File: src/rtl/multicycle_controller.sv
// Multi-cycle control FSM for the MIPS-subset core (LW, SW, J, BEQ, BNE, ADD/SUB/AND/OR/SLT).
// Latency: outputs are same-cycle decodes of the current state (FETCH/BRANCH gate on memReady/zero).
// Backpressure: FETCH/MEM_RD/MEM_WR stall on memReady; MEM_WAIT_MAX+1 stalled cycles abort with busErrS.
//
// Ports: clk/rst_n (async active-low); opcode/func from IR; zero from ALU; memReady from memory;
//   datapath controls pcWriteS..pcSrcS; illegalS/busErrS error pulses; instrCount retired count.
// Optional feature: define INSTR_COUNT_EN to build the retired-instruction counter
//   (otherwise instrCount is tied to 0 and no counter flops exist).
module multicycle_controller #(
  parameter int CNT_W        = 32,
  parameter int MEM_WAIT_MAX = 15
) (
  input  logic             clk,
  input  logic             rst_n,
  input  logic [5:0]       opcode,
  input  logic [5:0]       func,
  input  logic             zero,
  input  logic             memReady,
  output logic             pcWriteS,
  output logic             iOrDS,
  output logic             memReadS,
  output logic             memWriteS,
  output logic             irWriteS,
  output logic             regDstS,
  output logic             memToRegS,
  output logic             writeRegS,
  output logic             aluSrcAS,
  output logic [1:0]       aluSrcBS,
  output logic [2:0]       aluS,
  output logic [1:0]       pcSrcS,
  output logic             illegalS,
  output logic             busErrS,
  output logic [CNT_W-1:0] instrCount
);

  typedef enum logic [3:0] {
    S_FETCH, S_DECODE, S_MEM_ADDR, S_MEM_RD, S_MEM_WB,
    S_MEM_WR, S_R_EXEC, S_R_WB, S_BRANCH, S_JUMP
  } state_t;

  localparam logic [5:0] OP_R   = 6'd0;
  localparam logic [5:0] OP_J   = 6'd2;
  localparam logic [5:0] OP_BEQ = 6'd4;
  localparam logic [5:0] OP_BNE = 6'd5;
  localparam logic [5:0] OP_LW  = 6'd35;
  localparam logic [5:0] OP_SW  = 6'd43;

  localparam logic [7:0] WAIT_MAX = 8'(MEM_WAIT_MAX);

  state_t     state, nxt;
  logic [5:0] op_q, fn_q;
  logic [7:0] wait_cnt;

  // R-type func decode: {supported, alu op}
  function automatic logic [3:0] r_alu(input logic [5:0] f);
    case (f)
      6'd32:   r_alu = {1'b1, 3'd0};
      6'd34:   r_alu = {1'b1, 3'd1};
      6'd36:   r_alu = {1'b1, 3'd2};
      6'd37:   r_alu = {1'b1, 3'd3};
      6'd42:   r_alu = {1'b1, 3'd4};
      default: r_alu = {1'b0, 3'd0};
    endcase
  endfunction

  logic [3:0] r_dec;
  logic       mem_state, timeout;

  assign r_dec     = r_alu(fn_q);
  assign mem_state = (state == S_FETCH) || (state == S_MEM_RD) || (state == S_MEM_WR);
  // memReady arriving on the last allowed cycle still completes normally
  assign timeout   = mem_state && !memReady && (wait_cnt == WAIT_MAX);

  always_comb begin
    nxt = state;
    case (state)
      S_FETCH:    if (memReady) nxt = S_DECODE;
      S_DECODE: begin
        case (opcode)
          OP_LW, OP_SW:   nxt = S_MEM_ADDR;
          OP_R:           nxt = S_R_EXEC;
          OP_BEQ, OP_BNE: nxt = S_BRANCH;
          OP_J:           nxt = S_JUMP;
          default:        nxt = S_FETCH;
        endcase
      end
      S_MEM_ADDR: nxt = (op_q == OP_LW) ? S_MEM_RD : S_MEM_WR;
      S_MEM_RD:   if (memReady) nxt = S_MEM_WB; else if (timeout) nxt = S_FETCH;
      S_MEM_WB:   nxt = S_FETCH;
      S_MEM_WR:   if (memReady || timeout) nxt = S_FETCH;
      S_R_EXEC:   nxt = r_dec[3] ? S_R_WB : S_FETCH;
      default:    nxt = S_FETCH;
    endcase
  end

  always_ff @(posedge clk or negedge rst_n) begin
    if (!rst_n) begin
      state    <= S_FETCH;
      op_q     <= '0;
      fn_q     <= '0;
      wait_cnt <= '0;
    end else begin
      state <= nxt;
      if (state == S_DECODE) begin
        op_q <= opcode;
        fn_q <= func;
      end
      // a FETCH timeout stays in FETCH, so clear explicitly on timeout too
      if (!mem_state || nxt != state || timeout)
        wait_cnt <= '0;
      else if (!memReady)
        wait_cnt <= wait_cnt + 8'd1;
    end
  end

  typedef struct packed {
    logic       pc_write;
    logic       i_or_d;
    logic       mem_read;
    logic       mem_write;
    logic       ir_write;
    logic       reg_dst;
    logic       mem_to_reg;
    logic       write_reg;
    logic       alu_src_a;
    logic [1:0] alu_src_b;
    logic [2:0] alu;
    logic [1:0] pc_src;
    logic       illegal;
    logic       bus_err;
  } ctl_t;

  ctl_t ctl, ctl_out;

  always_comb begin
    ctl = '0;
    case (state)
      S_FETCH: begin
        ctl.mem_read  = 1'b1;
        ctl.alu_src_b = 2'b01;
        ctl.ir_write  = memReady;
        ctl.pc_write  = memReady;
      end
      S_DECODE: begin
        ctl.alu_src_b = 2'b11;
        case (opcode)
          OP_LW, OP_SW, OP_R, OP_BEQ, OP_BNE, OP_J: ctl.illegal = 1'b0;
          default:                                  ctl.illegal = 1'b1;
        endcase
      end
      S_MEM_ADDR: begin
        ctl.alu_src_a = 1'b1;
        ctl.alu_src_b = 2'b10;
      end
      S_MEM_RD: begin
        ctl.mem_read = 1'b1;
        ctl.i_or_d   = 1'b1;
      end
      S_MEM_WB: begin
        ctl.write_reg  = 1'b1;
        ctl.mem_to_reg = 1'b1;
      end
      S_MEM_WR: begin
        ctl.mem_write = 1'b1;
        ctl.i_or_d    = 1'b1;
      end
      S_R_EXEC: begin
        ctl.alu_src_a = 1'b1;
        ctl.alu       = r_dec[2:0];
        ctl.illegal   = !r_dec[3];
      end
      S_R_WB: begin
        ctl.write_reg = 1'b1;
        ctl.reg_dst   = 1'b1;
        ctl.alu       = r_dec[2:0];
      end
      S_BRANCH: begin
        ctl.alu_src_a = 1'b1;
        ctl.alu       = 3'd1;
        ctl.pc_src    = 2'b01;
        ctl.pc_write  = (op_q == OP_BEQ) ? zero : !zero;
      end
      S_JUMP: begin
        ctl.pc_src   = 2'b10;
        ctl.pc_write = 1'b1;
      end
      default: ctl = '0;
    endcase
    ctl.bus_err = timeout;
  end

  // outputs are held low for the whole time reset is asserted
  assign ctl_out   = rst_n ? ctl : '0;
  assign pcWriteS  = ctl_out.pc_write;
  assign iOrDS     = ctl_out.i_or_d;
  assign memReadS  = ctl_out.mem_read;
  assign memWriteS = ctl_out.mem_write;
  assign irWriteS  = ctl_out.ir_write;
  assign regDstS   = ctl_out.reg_dst;
  assign memToRegS = ctl_out.mem_to_reg;
  assign writeRegS = ctl_out.write_reg;
  assign aluSrcAS  = ctl_out.alu_src_a;
  assign aluSrcBS  = ctl_out.alu_src_b;
  assign aluS      = ctl_out.alu;
  assign pcSrcS    = ctl_out.pc_src;
  assign illegalS  = ctl_out.illegal;
  assign busErrS   = ctl_out.bus_err;

`ifdef INSTR_COUNT_EN
  logic             retire;
  logic [CNT_W-1:0] cnt_q;

  assign retire = (state == S_MEM_WB) || (state == S_R_WB) || (state == S_BRANCH) ||
                  (state == S_JUMP) || ((state == S_MEM_WR) && memReady);

  always_ff @(posedge clk or negedge rst_n) begin
    if (!rst_n)
      cnt_q <= '0;
    else if (retire)
      cnt_q <= cnt_q + 1'b1;
  end

  assign instrCount = cnt_q;
`else
  assign instrCount = '0;
`endif

endmodule
File: config.mk
export PLATFORM = sky130hd
export DESIGN_NAME = multicycle_controller
export DESIGN_NICKNAME = d
export VERILOG_FILES = /design/src/rtl/multicycle_controller.sv
export SDC_FILE = /design/constraint.sdc
export NUM_CORES = 1
export LEC_CHECK = 0
export CORE_ASPECT_RATIO = 1.1
export CORE_MARGIN = 5
export CORE_UTILIZATION = 45
export CTS_CLUSTER_DIAMETER = 120
export DETAILED_ROUTE_END_ITERATION = 10
export GPL_TIMING_DRIVEN = 0
export PLACE_DENSITY = 0.81
export SLEW_MARGIN = 40
export SYNTH_ARGS = -nofsm -noshare
export SYNTH_HDL_FRONTEND = slang
export SYNTH_SLANG_ARGS = --single-unit
export TNS_END_PERCENT = 10
File: constraint.sdc
create_clock -name clk -period 2.01 [get_ports clk]
set_input_delay 0.402 -clock clk [delete_from_list [all_inputs] [get_ports clk]]
set_output_delay 0.402 -clock clk [all_outputs]
set_load 0.02 [all_outputs]
==> summary by stage <==
Outcome
The checks that failed: negative setup slack. The run finished, with violations left.

Drt
The count of nets left with antenna violations once routing finished came out at 0. After detailed routing, the number of vias per cell comes to between 4 and 5. The violation count after the first detailed-route iteration is 39.

The detailed-routing iteration count for the pre-antenna-repair pass is 4. After detailed routing, the average wire length per cell comes to ~12 microns. Wires add up to 4386 microns. The via count is 1656.

After detailed routing, the number of remaining DRC violations is 0.

Worst setup path
Along the worst path, the maximum fanout reaches 2. The delay of the slowest cell on the worst path is 400 ps. The number of cells traversed by the worst register-to-register path is 7. The worst setup path is captured at an output pin. The required time of the worst setup path is 1610 ps. On the critical path, the stage with the largest delay is an instance of dfrtp_1.

The signal on the critical path passes through nor4b_2 -> nand2_1 -> xor2_1 -> mux2_4 -> a31o_4 -> buf_6. In this run the critical register-to-register path is launched from wait_cnt[0]. The buffers plus inverters on the worst setup path is 1.

The startpoint type of the worst setup path is a register. Across all register-to-register paths, the minimum setup slack is 140 ps. STA puts the critical path data arrival time at about 1800 ps. In this design, the largest share of critical-path delay is due to flip-flops. The number of stages on the worst setup path is 6. The worst setup path startpoint is op_q[1]. The category of the critical setup timing path is reg2out.

Timing
After layout, the minimum clock period comes to between 2000 and 2500 ps. The number of failing setup endpoints in the final timing report is 7. For this run, the top clock speed supported by timing is 451.9 MHz.

Across the routed clock network, the largest skew measured is 3.210 ps. The final max-slew violation count came to 0. Adding up every negative setup slack in the final design gives -535.8 ps. Setup repair after global routing could not meet its margin everywhere. Across all hold checks on the routed design, the worst slack comes to 52.85 ps. In the finished design, the share of the clock period the worst path needs comes to 110.1%. The total count of hold-check failures in the final report is 0. The final worst setup slack is -203.1 ps.

Power and ir drop
The total power draw is between 1000 and 1500 uW. In this run the static leakage power is 0.001314 uW. The total internal power is 880.2 uW. Sequential cells burn 44.5% of the power.

The net switching share of the total power is between 30% and 40%. The maximum vdd drop is 314.1 uV. Power spread over the standard cell area amounts to 514.2 nW/um^2. The combinational power share is 34.8%. The portion of total power attributed to the clock network is 20.7%. The net load switching power is around 450 uW.

Global route
The total global-route track usage is 15.54%. The wire length of the first global-routing pass is around 7100 microns. The number of global-route vias before repair was 1632. The maximum number of pins on one net before global-route repair is 33. Summed over all layers, the global routing overflow is 0. The initial antenna violation count came to 0.

Floorplan
The floorplan has 24 rows. The floorplan step set the die height to 77.01 microns. The floorplan die width is 70.92 microns. The region available for standard cell placement spans between 3000 and 4000 sq um. The die covers 5461 sq um. The boundary pin count is 66. The effective utilization at floorplan is 46.34%.

Layout
Compared with the post-synthesis result, the final layout area differs by 40.53%. In the layout the commonest cells are buf_4, nand2_1, conb_1, dfrtp_1, nor2_1. In the final layout, the share of cells above drive strength 1 is 34.11%.

Leaving out fill and tap cells, the most frequent cell in the layout is buf_4. The number of antenna cells inserted is 0. The net count of the finished layout is 321.

Placement
Port buffering added 33 buffers. The estimated wirelength of the detail-placed design is 3116 microns. Timing analysis after detailed placement gives a worst setup slack of -962.5 ps. The congestion estimate from routability-driven global placement came to 0.7884.

Yosys
Synthesis handed over a netlist of about 220 instances. The average instance in the mapped netlist occupies about 8.4 sq um. The Yosys step of the flow raised 0 warnings. After synthesis, the netlist uses 51 different library cells.

The async set-or-reset flop fraction in the synthesized netlist is 100.0%. By area the synthesized netlist is led by dfrtp_1, buf_4, nand2_1. The synthesized flop and latch total is 24. The share of the yosys chip area belonging to registers is 32.70%. The synthesized netlist occupies a cell area of between 1500 and 2000 sq um. In this run the biggest area consumer among cell types represents 32.70% of the synthesized area. In this run, synthesis inferred 0 flip-flops with an integrated enable. In the synthesized netlist the dominant register cell turns out to be dfrtp_1. Of all cell types, the one taking the most synthesized area is dfrtp_1.

Clock tree
The number of buffers on the longest clock path is 2. In this run, CTS created clock tree buffers numbering 3. TritonCTS built the clock tree. The H-tree depth reported by CTS is 1. The cell sitting at the root of the clock tree is a clkbuf_8. Clock latency on the worst-skew pair, taken at its later pin, is 260 ps. Hold repair after CTS inserted 0 buffers. The clock sink count is 24.

The clock-pin slew of the registers on the worst-case setup and hold paths is about 80 ps.

Job
The number of violations of the max-capacitance limit is 0.

Min path
The worst min-delay path class is in2async.
## flip-flops by register name, indices dropped and copies added (netlist names)
signal / cells
fn_q: 6
state: 4
wait_cnt: 8
op_q: 6
## layer usage
layer / GRT usage (%) / vias up / wire length [microns]
met5: 0 / - / 0
met2: 29.13 / 51 / 2288
met3: 1.569 / 8 / 178
met4: 5.263 / 0 / 106
li1: - / 838 / -
met1: 18.04 / 759 / 1813
## logic make-up (layout without fill, tap and decap cells)
| group | Yosys count | after routing | synth area share (%) |
|---|---|---|---|
| xor gates and xnor gates | 10 | 10 | 4.768 |
| AOI/OAI and AO/OA | 21 | 21 | 10.01 |
| adders and majority gates | 1 | 1 | 0.6811 |
| muxes | 4 | 4 | 2.248 |
| and+or+nand+nor | 112 | 112 | 32.29 |
| buffers and inverters | 46 | 98 | 17.10 |
| other | 1 | 32 | 0.2042 |
| DFF | 24 | 24 | 32.70 |
## power by group through the flow
| stage | Clock [uW] | Sequential [uW] | Combinational, uW |
|---|---|---|---|
| final | 274 | 591 | 462 |
| after detailed placement | 0 | 598 | 420 |
| after global routing | 306 | 598 | 510 |
| after CTS | 290 | 590 | 441 |
| after floorplan | 0 | 586 | 315 |
| after global placement | 0 | 594 | 415 |
## timing repair
item	in CTS	in global routing
gates resized for setup	85	23
endpoints found under the setup margin	21	20
setup buffers	8	8
pin swaps	6	11
## path summary, 6_finish.rpt
check,end
worst max-delay path,pcWriteS
worst min-delay path,wait_cnt[6]
min in group clk,fn_q[5]
max in group asynchronous,fn_q[5]
worst min register to register,fn_q[5]
worst max register to register,wait_cnt[4]
## cell type report
type | count | area [sq um]
fill | 350 | 1383
tap | 52 | 65.06
buffer | 40 | 319.1
multi-input combinational | 180 | 1139
timing repair buffer | 49 | 390.4
clock buffer | 3 | 41.29
sequential | 24 | 600.6
inverter | 6 | 26.28
## synth_stat cells, types with 2 or more instances
cell and instances:
and2_1 2, nor4_1 3, a31o_2 2, clkbuf_1 3
buf_4 32, nor3_1 4, and4bb_1 2, mux2i_1 3
nor3_2 3, o211ai_1 2, buf_2 2, a21oi_1 2
nand3_1 3, dfrtp_1 24, a32oi_1 2, xnor2_1 5
nor2b_1 8, inv_1 6, o21a_1 2, buf_6 2
nor2_1 23, and3_1 7, xor2_1 5, nand2_1 44
and4b_1 2
## metrics by stage
step,cells,utilization (%),area [sq um]
floorplan,250,-,1971
global placement,335,59.69,2366
detailed placement,335,59.56,2361
CTS,346,63.83,2530
global route,354,65.12,2581
finish,354,65.12,2581
Note: power is estimated with default switching activity, not from simulation.
